$ cat src/rtl/operand_loader.sv
// operand_loader
//   Writer side of the ALU operand store. Two banks (A, B) of DEPTH x WIDTH
//   words are loaded one word per debounced press of btn_write, using the
//   board switches for data, address and bank select. A press of btn_clear
//   zero-fills both banks with a DEPTH-cycle sweep. A reset also starts that
//   sweep.
//
// Ports
//   clk, rst             system clock, synchronous active-high reset
//   sw_data/sw_addr      word and target address to write
//   sel_b                bank select (0 = A, 1 = B)
//   btn_write/btn_clear  raw asynchronous, bouncy buttons
//   address_a/address_b  read addresses for bank A and bank B
//   data_a/data_b        combinational read data
//   busy                 high while a write or clear sweep is in progress
//   write_done           one-cycle pulse in the first cycle the new word is visible
//
// FSM states
//   state   | meaning
//   S_IDLE  | waiting for a clear or write request
//   S_WRITE | captured word is written on this cycle's edge
//   S_CLEAR | zeroing A[idx] and B[idx], one entry per cycle
module operand_loader #(
  parameter int WIDTH           = 16,
  parameter int DEPTH           = 32,
  parameter int ADDR_W          = 5,
  parameter int DEBOUNCE_CYCLES = 1000000
) (
  input  logic              clk,
  input  logic              rst,
  input  logic [WIDTH-1:0]  sw_data,
  input  logic [ADDR_W-1:0] sw_addr,
  input  logic              sel_b,
  input  logic              btn_write,
  input  logic              btn_clear,
  input  logic [ADDR_W-1:0] address_a,
  input  logic [ADDR_W-1:0] address_b,
  output logic [WIDTH-1:0]  data_a,
  output logic [WIDTH-1:0]  data_b,
  output logic              busy,
  output logic              write_done
);

  localparam int CNT_W = (DEBOUNCE_CYCLES > 1) ? $clog2(DEBOUNCE_CYCLES) : 1;
  localparam logic [CNT_W-1:0]  CNT_LAST = CNT_W'(DEBOUNCE_CYCLES - 1);
  localparam logic [ADDR_W-1:0] IDX_LAST = ADDR_W'(DEPTH - 1);

  // ---------------------------------------------------------------------
  // Button conditioning, bit 0 = write button, bit 1 = clear button
  // ---------------------------------------------------------------------
  logic [1:0]       btn_raw;
  logic [1:0]       sync1_q, sync2_q;
  logic [1:0]       deb_q, deb_d;
  logic [1:0]       req_q, req_d;
  logic [CNT_W-1:0] cnt_q [2];
  logic [CNT_W-1:0] cnt_d [2];

  assign btn_raw = {btn_clear, btn_write};

  always_comb begin
    deb_d = deb_q;
    req_d = '0;
    for (int i = 0; i < 2; i++) begin
      cnt_d[i] = '0;
      if (sync2_q[i] != deb_q[i]) begin
        if (cnt_q[i] == CNT_LAST) begin
          deb_d[i] = ~deb_q[i];
          // only a 0->1 transition of the debounced level makes a request
          req_d[i] = ~deb_q[i];
        end else begin
          cnt_d[i] = cnt_q[i] + CNT_W'(1);
        end
      end
    end
  end

  always_ff @(posedge clk) begin
    if (rst) begin
      sync1_q <= '0;
      sync2_q <= '0;
      deb_q   <= '0;
      req_q   <= '0;
      cnt_q   <= '{default: '0};
    end else begin
      sync1_q <= btn_raw;
      sync2_q <= sync1_q;
      deb_q   <= deb_d;
      req_q   <= req_d;
      cnt_q   <= cnt_d;
    end
  end

  // ---------------------------------------------------------------------
  // Control FSM
  // ---------------------------------------------------------------------
  typedef enum logic [1:0] {S_IDLE, S_WRITE, S_CLEAR} state_t;

  state_t            state_q, state_d;
  logic [ADDR_W-1:0] idx_q, idx_d;
  logic [ADDR_W-1:0] addr_q, addr_d;
  logic [WIDTH-1:0]  data_q, data_d;
  logic              sel_q, sel_d;
  logic              done_q, done_d;
  logic              we_a, we_b;
  logic [ADDR_W-1:0] waddr;
  logic [WIDTH-1:0]  wdata;

  always_comb begin
    state_d = state_q;
    idx_d   = idx_q;
    addr_d  = addr_q;
    data_d  = data_q;
    sel_d   = sel_q;
    done_d  = 1'b0;
    we_a    = 1'b0;
    we_b    = 1'b0;
    waddr   = addr_q;
    wdata   = data_q;
    unique case (state_q)
      S_IDLE: begin
        // a simultaneous write request is dropped in favour of the clear
        if (req_q[1]) begin
          state_d = S_CLEAR;
          idx_d   = '0;
        end else if (req_q[0]) begin
          data_d  = sw_data;
          addr_d  = sw_addr;
          sel_d   = sel_b;
          state_d = S_WRITE;
        end
      end
      S_WRITE: begin
        we_a    = ~sel_q;
        we_b    = sel_q;
        done_d  = 1'b1;
        state_d = S_IDLE;
      end
      S_CLEAR: begin
        we_a  = 1'b1;
        we_b  = 1'b1;
        waddr = idx_q;
        wdata = '0;
        idx_d = idx_q + ADDR_W'(1);
        if (idx_q == IDX_LAST) state_d = S_IDLE;
      end
      default: begin
        state_d = S_CLEAR;
        idx_d   = '0;
      end
    endcase
  end

  always_ff @(posedge clk) begin
    if (rst) begin
      state_q <= S_CLEAR;
      idx_q   <= '0;
      addr_q  <= '0;
      data_q  <= '0;
      sel_q   <= 1'b0;
      done_q  <= 1'b0;
    end else begin
      state_q <= state_d;
      idx_q   <= idx_d;
      addr_q  <= addr_d;
      data_q  <= data_d;
      sel_q   <= sel_d;
      done_q  <= done_d;
    end
  end

  // ---------------------------------------------------------------------
  // Operand banks; no writes while rst is high so a reset aborts a write
  // ---------------------------------------------------------------------
  logic [WIDTH-1:0] mem_a_q [DEPTH];
  logic [WIDTH-1:0] mem_b_q [DEPTH];

  always_ff @(posedge clk) begin
    if (!rst) begin
      if (we_a) mem_a_q[waddr] <= wdata;
      if (we_b) mem_b_q[waddr] <= wdata;
    end
  end

  assign data_a     = mem_a_q[address_a];
  assign data_b     = mem_b_q[address_b];
  assign busy       = (state_q != S_IDLE);
  assign write_done = done_q;

endmodule

$ cat config.mk
export PLATFORM = sky130hd
export DESIGN_NAME = operand_loader
export DESIGN_NICKNAME = d
export VERILOG_FILES = /design/src/rtl/operand_loader.sv
export SDC_FILE = /design/constraint.sdc
export NUM_CORES = 1
export LEC_CHECK = 0
export BUFFER_PORTS_ARGS = -buffer_cell sky130_fd_sc_hd__buf_4
export CAP_MARGIN = 20
export CELL_PAD_IN_SITES_DETAIL_PLACEMENT = 0
export CELL_PAD_IN_SITES_GLOBAL_PLACEMENT = 1
export CORE_UTILIZATION = 49
export DETAILED_ROUTE_END_ITERATION = 8
export PLACE_DENSITY = 0.76
export SLEW_MARGIN = 15
export SYNTH_ARGS = -nofsm -noshare
export SYNTH_HDL_FRONTEND = slang
export SYNTH_SLANG_ARGS = --single-unit
export TNS_END_PERCENT = 20
$ cat constraint.sdc
create_clock -name clk -period 3.4 [get_ports clk]
set_clock_uncertainty 0.1 [all_clocks]
set_input_delay 0.68 -clock clk [delete_from_list [all_inputs] [get_ports clk]]
set_output_delay 0.68 -clock clk [all_outputs]
set_load 0.03 [all_outputs]
---- Word level (Yosys, flattened, before mapping) ----
Memory sizes are Yosys's and may differ from the RTL's.
Cells that the tools add are included.
cells by class
  add/sub/neg operators ................... 3
  eq/ne operators ......................... 10
  muxes and demuxes ....................... 17
  bitwise operators ....................... 9
  reductions and logical operators ........ 11
operators with widths
  operator                                              number
  adder 20 x 1 -> 20 bit (second input constant)        2
  equality test 20 bit (second input constant)          2
  two-way mux 16 bit                                    1
  case mux 5 bit (3 select lines)                       1
  OR reduction 3 bit                                    4
  two-way mux 5 bit                                     2
  inverter 1 bit                                        9
  AND reduction 2 bit                                   4
  two-way mux 1 bit                                     7
  two-way mux 2 bit                                     3
  case mux 2 bit (3 select lines)                       1
  adder 5 x 1 -> 5 bit (second input constant)          1
  equality test 5 bit (second input constant)           1
  inequality test 2 bit (second input constant)         2
  case mux 1 bit (2 select lines)                       2
  inequality test 3 bit (second input constant)         1
  AND reduction 3 bit                                   1
  equality test 2 x 1 -> 1 bit (second input constant)  1
  equality test 2 bit (second input constant)           1
  logical NOT 2 bit                                     1
  inequality test 1 bit                                 2
  nonzero test 2 bit                                    1
storage, ports and cells
  register bits ........................... 78
  memory bits (writable) .................. 1024
  input bits .............................. 36
  output and inout bits ................... 34
  word-level logic and storage cells ...... 66
  memories kept ........................... 2
memories
  name     words  width  rd ports  clocked after Yosys merged registers in  write ports  RTL line  source
  mem_a_q  32     16     1         0                                        1            174       logic [WIDTH-1:0] mem_a_q [DEPTH];
  mem_b_q  32     16     1         0                                        1            175       logic [WIDTH-1:0] mem_b_q [DEPTH];

---- Depth between registers and ports, before layout ----
  word-level depth ........................ 5
  depth in mapped cells ................... 8
  mapped depth without buffers ............ 7

---- Least setup slack after synthesis ----
OpenSTA, ideal clock, no wires.
  path kind ............................... register to register
  from .................................... reg state_q[0]
  to ...................................... mem mem_a_q[0][10] (data pin)
  setup time .............................. 0.517 ns
  arrival ................................. 2.780 ns
  data required time ...................... 2.783 ns
  setup slack ............................. 0.003 ns
  stages on the path, launching flop included .. 7
  buffers on the path ..................... 3
  clock period less this slack ............ 3.397 ns
  path through ............................ dfxtp_1 -> inv_1 -> ha_1 -> buf_2 -> clkbuf_1 -> clkbuf_1 -> nor2b_1
on the way
  word-level cells in the longest chain between the ends .. 2
ends and longest elaborated chain
  what                    RTL line  source
  start, declared         98        state_t state_q, state_d;
  start signal, assigned  162       state_q <= state_d;
  equality test 2 bit     119       unique case (state_q)
  two-way mux 16 bit      119
  via wdata[10]           106       logic [WIDTH-1:0] wdata;
  end, declared           174
The timed path passes the listed nets, and every way through them passes these cells.

---- Worst setup path in the final report ----
  from .................................... in address_a[0]
  to ...................................... out data_a[4]
on the way
  word-level cells in the longest chain between the ends .. 1
ends and longest elaborated chain
  what                       RTL line  source
  start, declared            36        input logic [ADDR_W-1:0] address_a,
  memory read (32 x 16 bit)  --
  end, declared              38        output logic [WIDTH-1:0] data_a,
Every way passes these cells.

==> out/metrics.cfg <==
[status]
outcome = finished clean

[pwr]
finalPower_uw = 28300
powerDensity_nw_per_um2 = 565
peakVddDrop_uv = 447
leakagePower_uw = 0.0183

[floorplan]
fp.dieH_um = 299
coreArea_um2 = 87200
initial_core_util = 0.498
rows = 108
die_w_um = 299
dieArea_um2 = 89700
pin_count = 70

[logic_synthesis]
ys_seq_area_frac = 0.745
synthDistinctLibCells = 47
yosysWarningCount = 0
synth_area_um2 = 43400
synth_top_family_by_area = multiplexers
synth_simple_gate_area_frac = 0.0554
ys_ff_latch = 1102
synth.net_count = 2698
synth_xor_area_frac = 0.00767
synth-adder-area-share = 0.00202
ys_async_sr_fraction = 0
synth-compound-area-share = 0.0518
ys.flop_type = edfxtp_1
synth.top_cells.by_area = edfxtp_1 71%, mux2i_1 12%, dfxtp_1 3.6%, a22oi_1 2.2%, a22o_1 1.3%
synth_top_area_share = 0.709
synth_top_area_cell = edfxtp_1
synthMuxAreaShare = 0.120
synth-edff-count = 1024
netlist_instances = 2655
postSynthAreaPerCell_um2 = 16.3

[sta]
hold_slack_ns = 0.135
fmax_mhz = 303
rsz0062_at_grt = false
slew_violations = 0
setup_tns_ns = 0
finalCriticalPeriod_ns = 3.30
relSlewSlack = 0.439
fin_crit_sh = 0.971
worst_slew_pin_slew_ns = 0.842
setup_viol = 0
hold_violations = 0

[min_path]
hold_depth = 2
min_to = sync1_q[0]
hp-class = in -> reg
hp-start = btn_write

[layout]
layout_commonest_cell = edfxtp_1
area_growth_pct = 15.6
antenna_cells = 0
final_nets = 2909
drive_gt1_frac = 0.149
mostFrequentLayoutCells = 1024 x edfxtp_1, 518 x mux2i_1, 207 x buf_4
instances_no_fill = 4114

[setup_path]
crit_chain = buf_4, nor2_4, buf_12, buf_4, buf_4, nand2_1, a31oi_1, nand3_1, buf_4
cpMaxStageDelayCell = a31oi_1
crit_top_cell = buf_4
cpPeakStageDelay_ns = 0.37
r2r-start = state_q[0]
path_max_fanout = 19
reg2regPathDepth = 7
cp-start-kind = primary input
critPathCaptureType = output pin
required_ns = 2.62
rrSetupSlack_ns = 0.46
r2r_end = mem_b_q[26][0]
path_class = in -> out
arrival_ns = 2.52

[route]
drt_iter0_markers = 1936
drt-wirelength-per-cell_um = 25.2
drc = 0
vias_per_cell = 5.82
routed-via-count = 24000
drt_first_pass_iters = 5
routed_wl_um = 103000
ant_nets = 0

[clocking]
clockBufferDepth = 3
path_clk_slew_ns = 0.06
clockRootBuffer = clkbuf_16
post_cts_buffers = 0
cts_resized = 0
clock_latency_ns = 0.68
cts-buffers-inserted = 109
ctsHoldBuffers = 0
cts_tree = yes
htree_levels = 3
clock-sinks = 1102

[placement]
place_hpwl_um = 61800
port_buffers = 69
dp.cells = 3910
place.gp.congestion = 0.806

[global_routing]
grt_max_degree = 65
grt_pass1_vias = 24200
grt_pass1_wl_um = 154000
track_usage = 0.232
overflow = 0
antenna_found_initial = 2

[run]
maxCapViolCount = 0

-- report_power, final --
part | internal, µW | total, µW | switching, µW
clock | 6790 | 11800 | 5010
sequential | 14800 | 14800 | 49.0
combinational | 630 | 1690 | 1060
-- per-layer routing --
metal / track usage / up-vias / wire [µm]
met5: 0 / - / 0
met4: 0.0986 / 0 / 4060
met1: 0.312 / 12100 / 43000
met2: 0.378 / 823 / 49700
li1: - / 10800 / -
met3: 0.0344 / 193 / 6740
-- flip-flops by register name (all words and copies together), names as in the netlist --
name	count
addr_q	5
cnt_q	40
data_q	16
deb_q	2
idx_q	5
mem_a_q	512
mem_b_q	512
req_q	2
sel_q	1
state_q	2
sync1_q	2
sync2_q	2
write_done	1
-- synth_stat cells, types with 2 or more instances --
master       n
a21oi_1     93
a22o_1      64
a22oi_1    129
a31oi_1     32
and2_1       7
and3_1       4
and4_1       3
buf_1        4
buf_2       60
buf_4       25
buf_6        2
clkbuf_1    57
dfxtp_1     78
edfxtp_1  1024
ha_1         7
inv_1        7
mux2_2       3
mux2i_1    518
nand2_1    147
nand2b_1    10
nand3_1     81
nand3b_1     3
nand4_1     44
nor2_1     124
nor2_2       2
nor2b_1     27
nor3_1      34
nor4_1       4
nor4b_1      3
o21ai_0      5
or2_2        2
xnor2_1     12
xor2_1      26
-- worst max-delay path, delay by kind of cell --
family | cells | cell delay, ns
AO/OA/AOI/OAI | 1 | 0.37
buffers and inverters | 5 | 1.03
AND/OR/NAND/NOR | 3 | 0.41
-- logic make-up after synthesis --
family	Yosys count
and+or+nand+nor	506
muxes	521
AOI/OAI and AO/OA	326
xor gates and xnor gates	38
adders and majority gates	7
DFF	1102
buffers and inverters	155
-- per-stage QoR --
step | cell area, µm² | worst slack, ns | utilization
2_1_floorplan | 43400 | 0.00330 | -
3_3_place_gp | 46600 | 0.150 | 0.535
3_5_place_dp | 46600 | 0.143 | 0.535
4_1_cts | 50100 | 0.128 | 0.575
5_1_grt | 50100 | 0.0525 | 0.575
6_report | 50100 | 0.0985 | 0.575
-- worst max-delay path by stage --
stage	startpoint	to	slack, ns	cells past startpoint
detailed placement	address_b[1]	data_b[8]	0.14	8
global placement	address_b[2]	data_b[11]	0.15	8
global route	address_b[1]	data_b[8]	0.05	8
floorplan	state_q[0]	mem_a_q[0][10]	0.003	6
finish	address_a[0]	data_a[4]	0.1	9
CTS	address_a[1]	data_a[8]	0.13	8
-- cell type report --
class	instances	area (µm²)
well taps	1155	1450
inverters	7	26.3
fillers	6541	37000
repair buffers	248	2360
multi-input cells	1398	10500
flip-flops and latches	1102	32300
clock buffers	135	2890
clock inverters	69	643
Power figures use the tool's default switching activity.
